<file path="src/rtl/uart_pkg.sv">
// Shared UART definitions: receiver FSM state encoding and bit-timing helper
// used by both the transmitter and the receiver.
package uart_pkg;

  typedef enum logic [2:0] {
    IDLE,
    START,
    DATA,
    PARITY,
    STOP,
    BREAK
  } rx_state_t;

  function automatic int clks_per_bit(input int frequency, input int baudrate);
    return frequency / baudrate;
  endfunction

endpackage

</file>
<file path="src/rtl/uart_sync2.sv">
// Two-flop synchronizer for a single asynchronous input; resets to 1 so an
// idle-high serial line does not look like a start bit coming out of reset.
module uart_sync2 (
  input  logic clk,
  input  logic rst,
  input  logic d,
  output logic q
);

  logic meta_p0;

  always_ff @(posedge clk or posedge rst) begin
    if (rst) begin
      meta_p0 <= 1'b1;
      q       <= 1'b1;
    end else begin
      meta_p0 <= d;
      q       <= meta_p0;
    end
  end

endmodule

</file>
<file path="src/rtl/uart_rx.sv">
// UART receiver: 2-flop synchronized Rx_in, mid-bit sampling FSM, LSB first.
// Optional even-parity checking is enabled with `define UART_RX_PARITY_EN.
module uart_rx
  import uart_pkg::*;
#(
  parameter int WORD_LENGHT = 8,
  parameter int FREQUENCY   = 10,
  parameter int BAUDRATE    = 1
) (
  input  logic                   clk,
  input  logic                   rst,
  input  logic                   Rx_in,
  output logic [WORD_LENGHT-1:0] Rx_data,
  output logic                   Rx_valid,
  output logic                   Rx_error,
  output logic                   Rx_busy
`ifdef UART_RX_PARITY_EN
  ,
  output logic                   Rx_parity_err
`endif
);

  localparam int CPB   = clks_per_bit(FREQUENCY, BAUDRATE);
  localparam int HALF  = CPB / 2;
  localparam int CNT_W = $clog2(CPB);
  localparam int IDX_W = $clog2(WORD_LENGHT + 1);

  localparam logic [CNT_W-1:0] HALF_M1  = CNT_W'(HALF - 1);
  localparam logic [CNT_W-1:0] CPB_M1   = CNT_W'(CPB - 1);
  localparam logic [IDX_W-1:0] LAST_IDX = IDX_W'(WORD_LENGHT - 1);

  if (CPB < 4) begin : g_cpb_check
    $error("uart_rx: FREQUENCY/BAUDRATE must be at least 4");
  end

  logic rx_s;

  rx_state_t              state, state_d;
  logic [CNT_W-1:0]       cnt, cnt_d;
  logic [IDX_W-1:0]       idx, idx_d;
  logic [WORD_LENGHT-1:0] shreg;
  logic                   shift_en;
  logic                   valid_d;
  logic                   error_d;

  uart_sync2 u_sync (
    .clk (clk),
    .rst (rst),
    .d   (Rx_in),
    .q   (rx_s)
  );

  // Next-state logic: every sampling state counts to its sample point, then
  // clears cnt so the following bit is timed from this sample.
  always_comb begin
    state_d  = state;
    cnt_d    = cnt;
    idx_d    = idx;
    shift_en = 1'b0;
    valid_d  = 1'b0;
    error_d  = 1'b0;
    case (state)
      IDLE: begin
        if (!rx_s) begin
          state_d = START;
          cnt_d   = '0;
        end
      end
      START: begin
        if (cnt == HALF_M1) begin
          cnt_d   = '0;
          idx_d   = '0;
          state_d = rx_s ? IDLE : DATA;
        end else begin
          cnt_d = cnt + 1'b1;
        end
      end
      DATA: begin
        if (cnt == CPB_M1) begin
          cnt_d    = '0;
          shift_en = 1'b1;
          idx_d    = idx + 1'b1;
          if (idx == LAST_IDX) begin
`ifdef UART_RX_PARITY_EN
            state_d = PARITY;
`else
            state_d = STOP;
`endif
          end
        end else begin
          cnt_d = cnt + 1'b1;
        end
      end
`ifdef UART_RX_PARITY_EN
      PARITY: begin
        if (cnt == CPB_M1) begin
          cnt_d   = '0;
          state_d = STOP;
        end else begin
          cnt_d = cnt + 1'b1;
        end
      end
`endif
      STOP: begin
        if (cnt == CPB_M1) begin
          cnt_d = '0;
          if (rx_s) begin
            valid_d = 1'b1;
            state_d = IDLE;
          end else begin
            error_d = 1'b1;
            state_d = BREAK;
          end
        end else begin
          cnt_d = cnt + 1'b1;
        end
      end
      // A held-low line must return high before another start is accepted.
      BREAK: begin
        if (rx_s) begin
          state_d = IDLE;
        end
      end
      default: begin
        state_d = IDLE;
      end
    endcase
  end

  always_ff @(posedge clk or posedge rst) begin
    if (rst) begin
      state    <= IDLE;
      cnt      <= '0;
      idx      <= '0;
      Rx_data  <= '0;
      Rx_valid <= 1'b0;
      Rx_error <= 1'b0;
      Rx_busy  <= 1'b0;
    end else begin
      state    <= state_d;
      cnt      <= cnt_d;
      idx      <= idx_d;
      Rx_valid <= valid_d;
      Rx_error <= error_d;
      Rx_busy  <= (state != IDLE);
      if (valid_d) begin
        Rx_data <= shreg;
      end
    end
  end

  // LSB arrives first, so shifting in at the top leaves bit 0 in place.
  always_ff @(posedge clk) begin
    if (shift_en) begin
      shreg <= {rx_s, shreg[WORD_LENGHT-1:1]};
    end
  end

`ifdef UART_RX_PARITY_EN
  logic par_err_q;

  always_ff @(posedge clk or posedge rst) begin
    if (rst) begin
      par_err_q     <= 1'b0;
      Rx_parity_err <= 1'b0;
    end else begin
      if (state == PARITY && cnt == CPB_M1) begin
        par_err_q <= (^shreg) ^ rx_s;
      end
      Rx_parity_err <= valid_d & par_err_q;
    end
  end
`endif

endmodule
</file>
<file path="config.mk">
export PLATFORM = sky130hd
export DESIGN_NAME = uart_rx
export DESIGN_NICKNAME = d
export VERILOG_FILES = /design/src/rtl/uart_pkg.sv /design/src/rtl/uart_sync2.sv /design/src/rtl/uart_rx.sv
export SDC_FILE = /design/constraint.sdc
export NUM_CORES = 1
export LEC_CHECK = 0
export BUFFER_PORTS_ARGS = -buffer_cell sky130_fd_sc_hd__buf_2
export CELL_PAD_IN_SITES_DETAIL_PLACEMENT = 1
export CELL_PAD_IN_SITES_GLOBAL_PLACEMENT = 1
export CORE_MARGIN = 2
export CORE_UTILIZATION = 44
export DETAILED_ROUTE_END_ITERATION = 12
export PLACE_DENSITY_LB_ADDON = 0.2
export SETUP_SLACK_MARGIN = 0.15
export SYNTH_ARGS = -nofsm -noshare
export SYNTH_HDL_FRONTEND = slang
export SYNTH_SLANG_ARGS = --single-unit
</file>
<file path="constraint.sdc">
create_clock -name clk -period 2.54 [get_ports clk]
set_input_delay 0.127 -clock clk [delete_from_list [all_inputs] [get_ports clk]]
set_output_delay 0.127 -clock clk [all_outputs]
set_load 0.1 [all_outputs]
</file>
## After elaboration in Yosys (flattened, before gate mapping)

Index checks and enable logic that the tools add are counted.

| word-level totals | value |
|---|---|
| flip-flop bits (word level) | 32 |
| input bits | 3 |
| output and inout port bits | 11 |
| word-level logic and storage cells | 57 |

| cells by class | value |
|---|---|
| add/subtract/negate cells | 2 |
| equality and inequality tests | 13 |
| muxes and demuxes | 24 |
| reduce and logical (&&, ||, !) cells | 8 |

Operators by type and width:

| cell | number |
|---|---|
| $mux 3 | 7 |
| $mux 4 | 5 |
| $pmux 3 s5 | 1 |
| $pmux 4 s3 | 1 |
| $ne 2x2->1 const B | 5 |
| $add 4x1->4 const B | 2 |
| $eq 4x3->1 const B | 2 |
| $mux 1 | 8 |
| $pmux 4 s2 | 1 |
| $eq 3x3->1 const B | 2 |
| $reduce_and 6->1 | 1 |
| $reduce_bool 3->1 | 2 |
| $eq 4x4->1 const B | 1 |
| $eq 3x1->1 const B | 1 |
| $eq 3x2->1 const B | 1 |
| $logic_not 3->1 | 1 |
| $reduce_and 3->1 | 1 |
| $mux 2 | 1 |
| $ne 2x1->1 const B | 1 |
| $reduce_and 2->1 | 1 |
| $reduce_bool 2->1 | 1 |
| $reduce_or 2->1 | 1 |

## Logic depth before layout (Yosys ltp)

| depth | value |
|---|---|
| depth in word-level cells | 4 |
| mapped depth | 8 |
| gate-level depth less buffers | 6 |

## Hierarchy

From an unflattened synthesis, not the netlist that was laid out.

| second synthesis, totals | value |
|---|---|
| cell total of the unflattened synthesis | 108 |
| area total of the unflattened synthesis | 1,423.9 um2 |

Modules (own cells, without submodules):

| module | instances | cells an instance | area an instance (um2) | seq. area each (um2) |
|---|---|---|---|---|
| uart_rx | 1 | 105 | 1,367.6 | 790.8 |
| uart_sync2 | 1 | 3 | 56.3 | 52.6 |

## Worst setup path after synthesis

Ideal clock, no wire load.

| timing path | value |
|---|---|
| path kind | register -> register |
| start point | register cnt[0] |
| end point | register idx[0] |
| library setup time | 0.125 ns |
| arrival | 1.464 ns |
| data required time | 2.415 ns |
| setup slack | 0.951 ns |
| stages on the path, launching flop included | 7 |
| period minus slack after synthesis | 1.589 ns |
| cells stage by stage | dfrtp_1 ha_1 and3b_1 buf_4 and2_1 buf_2 mux2_2 |

| between the ends | value |
|---|---|
| word-level cells in the longest chain between the ends | 3 |

Ends and longest elaborated chain:

| what | RTL line | text |
|---|---|---|
| start: declaration | uart_rx.sv:39 | `logic [CNT_W-1:0] cnt, cnt_d;` |
| start signal: assignment | uart_rx.sv:141 | `cnt <= cnt_d;` |
| $eq 4x4->1 / $eq 4x3->1 (equally long branches) | uart_rx.sv:79, uart_rx.sv:70 |  |
| $ne 2x2->1 (no line) | n/a |  |
| $reduce_and 3->1 (no line) (*) | n/a |  |
| end signal: assignment | uart_rx.sv:142 | `idx <= idx_d;` |
| end: declaration | uart_rx.sv:40 | `logic [IDX_W-1:0] idx, idx_d;` |

Every way passes the cells marked *; elsewhere a longest branch is shown, timed or not.
A chain may end at the register's enable or synchronous reset.

## Final worst setup path

| timing path | value |
|---|---|
| start point | register cnt[1] |
| end point | register idx[2] |

The elaborated chain is that of the path after synthesis.

==> impl_metrics.yaml <==
clock_network:
  clock-sinks: 32
  cts_root_buf: "clkbuf_4"
  cts_setup_buffers: 0
  path_clk_slew_ps: 100
  cts-htree-levels: 2
  cts_tree: "built"
  insertion_delay_ps: 330
  cts_buffers: 5
  clk_path_buf_depth: 2
floorplanning:
  fp.dieW_um: 60.2
  die_h_um: 60.2
  die-area_um2: 3620
  coreArea_um2: 3030
  start_util: 0.459
  row_count: 20
  io_pins: 14
logic_synthesis:
  syn-num-nets: 116
  synth_common_cells: "dfrtp_1 (22), mux2_2 (9), nor2_1 (9), edfxtp_1 (8), o21ai_0 (8)"
  yosysTopAreaCell: "dfrtp_1"
  ys_async_sr_fraction: 0.750
  yosys.area.top_type_share: 0.396
  synth_seq_cells: 32
  synth_area_leaders: "dfrtp_1 (40%), edfxtp_1 (17%), mux2_2 (7.3%), dfstp_2 (3.8%), ha_1 (3.6%)"
  syn_area_per_cell_um2: 12.7
  synth.yosys.seq_area_share: 0.607
  synth_edf_count: 8
  ys.flop_type: "dfrtp_1"
  netlist-cell-type-count: 31
  synth_area_um2: 1390
  syn-instance-count: 109
  synth_most_common_cell: "dfrtp_1"
  yosys_warnings: 0
cells_and_area:
  nets: 132
  fin_util: 0.518
  synthToLayoutAreaGrowth_pct: 12.9
  antenna_cells: 0
  fin_cells: 170
  drive_gt1_frac: 0.270
  design_area_um2: 1570
critical_path:
  crit_path_end_kind: "flip-flop"
  r2r_setup_slack_ps: 560
  crit_required_ps: 2790
  crit_start: "cnt[1]$_DFFE_PP0P_"
  cp.arrival_ps: 2230
  rr_endpoint: "idx[2]$_DFFE_PP0P_"
  r2r_start: "cnt[1]$_DFFE_PP0P_"
  cp_max_fo: 12
  crit_type: "reg2reg"
  cp-start-kind: "flip-flop"
  ff2ff_path_depth: 6
drt:
  via_count: 897
  drtIter0Drc: 15
  avgRoutedWirePerCell_um: 14.8
  drc_errors: 0
  final_antenna_net_count: 0
  routed_via_density: 5.28
  dr.pass1.iters: 3
  wl_um: 2510
placed_design:
  pre_cts_slack_ps: 588
  placed_area_um2: 1480
  place_congestion: 0.728
  portBuffers: 13
  dp_hpwl_um: 1850
  dpl.cell_count: 161
sta:
  whs_ps: -28.1
  clock_skew_ps: 7.25
  period_minus_slack_ps: 1980
  fin_tns_setup_ps: 0
  report.final.slew_viol_count: 0
  maxSlewHeadroom: 0.394
  fmax_mhz: 505
  worstMarginPinSlew_ps: 908
  final-hold-violation-count: 22
  rsz0062_at_grt: "no"
  fin_ws_ps: 562
  finalSetupViolCount: 0
  fin_crit_sh: 0.779
grt:
  grt_max_degree: 25
  antenna_found_initial: 0
  grt_pass1_vias: 938
  overflow: 0
  grt_pass1_wl_um: 4290
  grt_usage: 0.168
outcome:
  violations: "hold timing"
  outcome: "finished with violations"
power:
  p_leak_nw: 0.744
  power_mw: 1.37
  peakVddDrop_v: 0.000543
  p_per_area_nw_per_um2: 874
flow_run:
  cap_violations: 0
hold_path:
  hold_path_class: "in2async"
-- worst max-delay path by stage --
stage / to / slack (ps) / cells after the start
after detailed placement: idx[3]$_DFFE_PP0P_ / 590 / 6
after CTS: idx[2]$_DFFE_PP0P_ / 520 / 6
after floorplan: idx[0]$_DFFE_PP0P_ / 950 / 6
after global placement: idx[3]$_DFFE_PP0P_ / 690 / 6
after global routing: idx[3]$_DFFE_PP0P_ / 410 / 6
final: idx[2]$_DFFE_PP0P_ / 560 / 6
-- worst max-delay path, cell delays in order (launching register included) --
cell,delay (ps)
dfrtp_1,420
inv_1,100
ha_1,150
and3b_1,370
and2_1,540
nand2_1,120
o21ai_0,190
-- sequential cells by signal, summed over array words and instances (netlist names) --
register / count
Rx_valid: 1
shreg: 8
Rx_busy: 1
Rx_data: 8
u_sync.q: 1
u_sync.meta_p0: 1
cnt: 4
state: 3
idx: 4
Rx_error: 1
-- area by class of cell --
cell class	count	area (um2)
clock buffer	6	41.3
clock inverter	2	35.0
fill	321	1460
inverter	6	22.5
multi-input combinational	66	495
sequential	32	843
tap	44	55.1
timing repair buffer	14	75.1
-- power breakdown --
group          internal [mW]  switching (mW)  total (mW)  leakage, nW
clock                  0.206           0.166       0.372       0.0422
sequential             0.578          0.0852       0.663        0.386
combinational          0.141           0.194       0.335        0.315
total                  0.925           0.445        1.37        0.744
-- cells in the final DEF, fill, tap and decap left out, types with 2 or more instances in the layout --
cell type and instances:
dfrtp_1 22, nand2_1 4, or3b_1 2, dfstp_2 2
a21oi_1 2, edfxtp_1 8, buf_2 13, clkbuf_4 5
and3b_1 2, a22oi_1 2, nor3b_1 2, o21ai_0 8
nor2_1 9, nand3b_1 2, a22o_1 2, mux2_2 9
inv_1 6, ha_1 4, nand3_1 6
-- per-layer routing --
layer / global-route usage / vias to the layer above / part of all wire
met1: 0.188 / 453 / 0.42
met3: 0.0390 / 7 / 0.036
li1: - / 423 / -
met4: 0.105 / 0 / 0.020
met2: 0.284 / 14 / 0.52
met5: 0 / - / 0
-- cell families after synthesis --
logic type | synth area share
compound gates | 0.0901
xor+xnor | 0.00631
fa+ha+maj | 0.0360
buf+inv | 0.0360
flops | 0.607
mux | 0.0802
simple gates | 0.144
-- timing repair --
action / in CTS / in global routing
endpoints found under the setup margin: 0 / 0
resized for setup: 0 / 0
hold endpoints to repair: 1 / 0
hold buffers: 1 / 0
(Power assumes the default switching activity.)
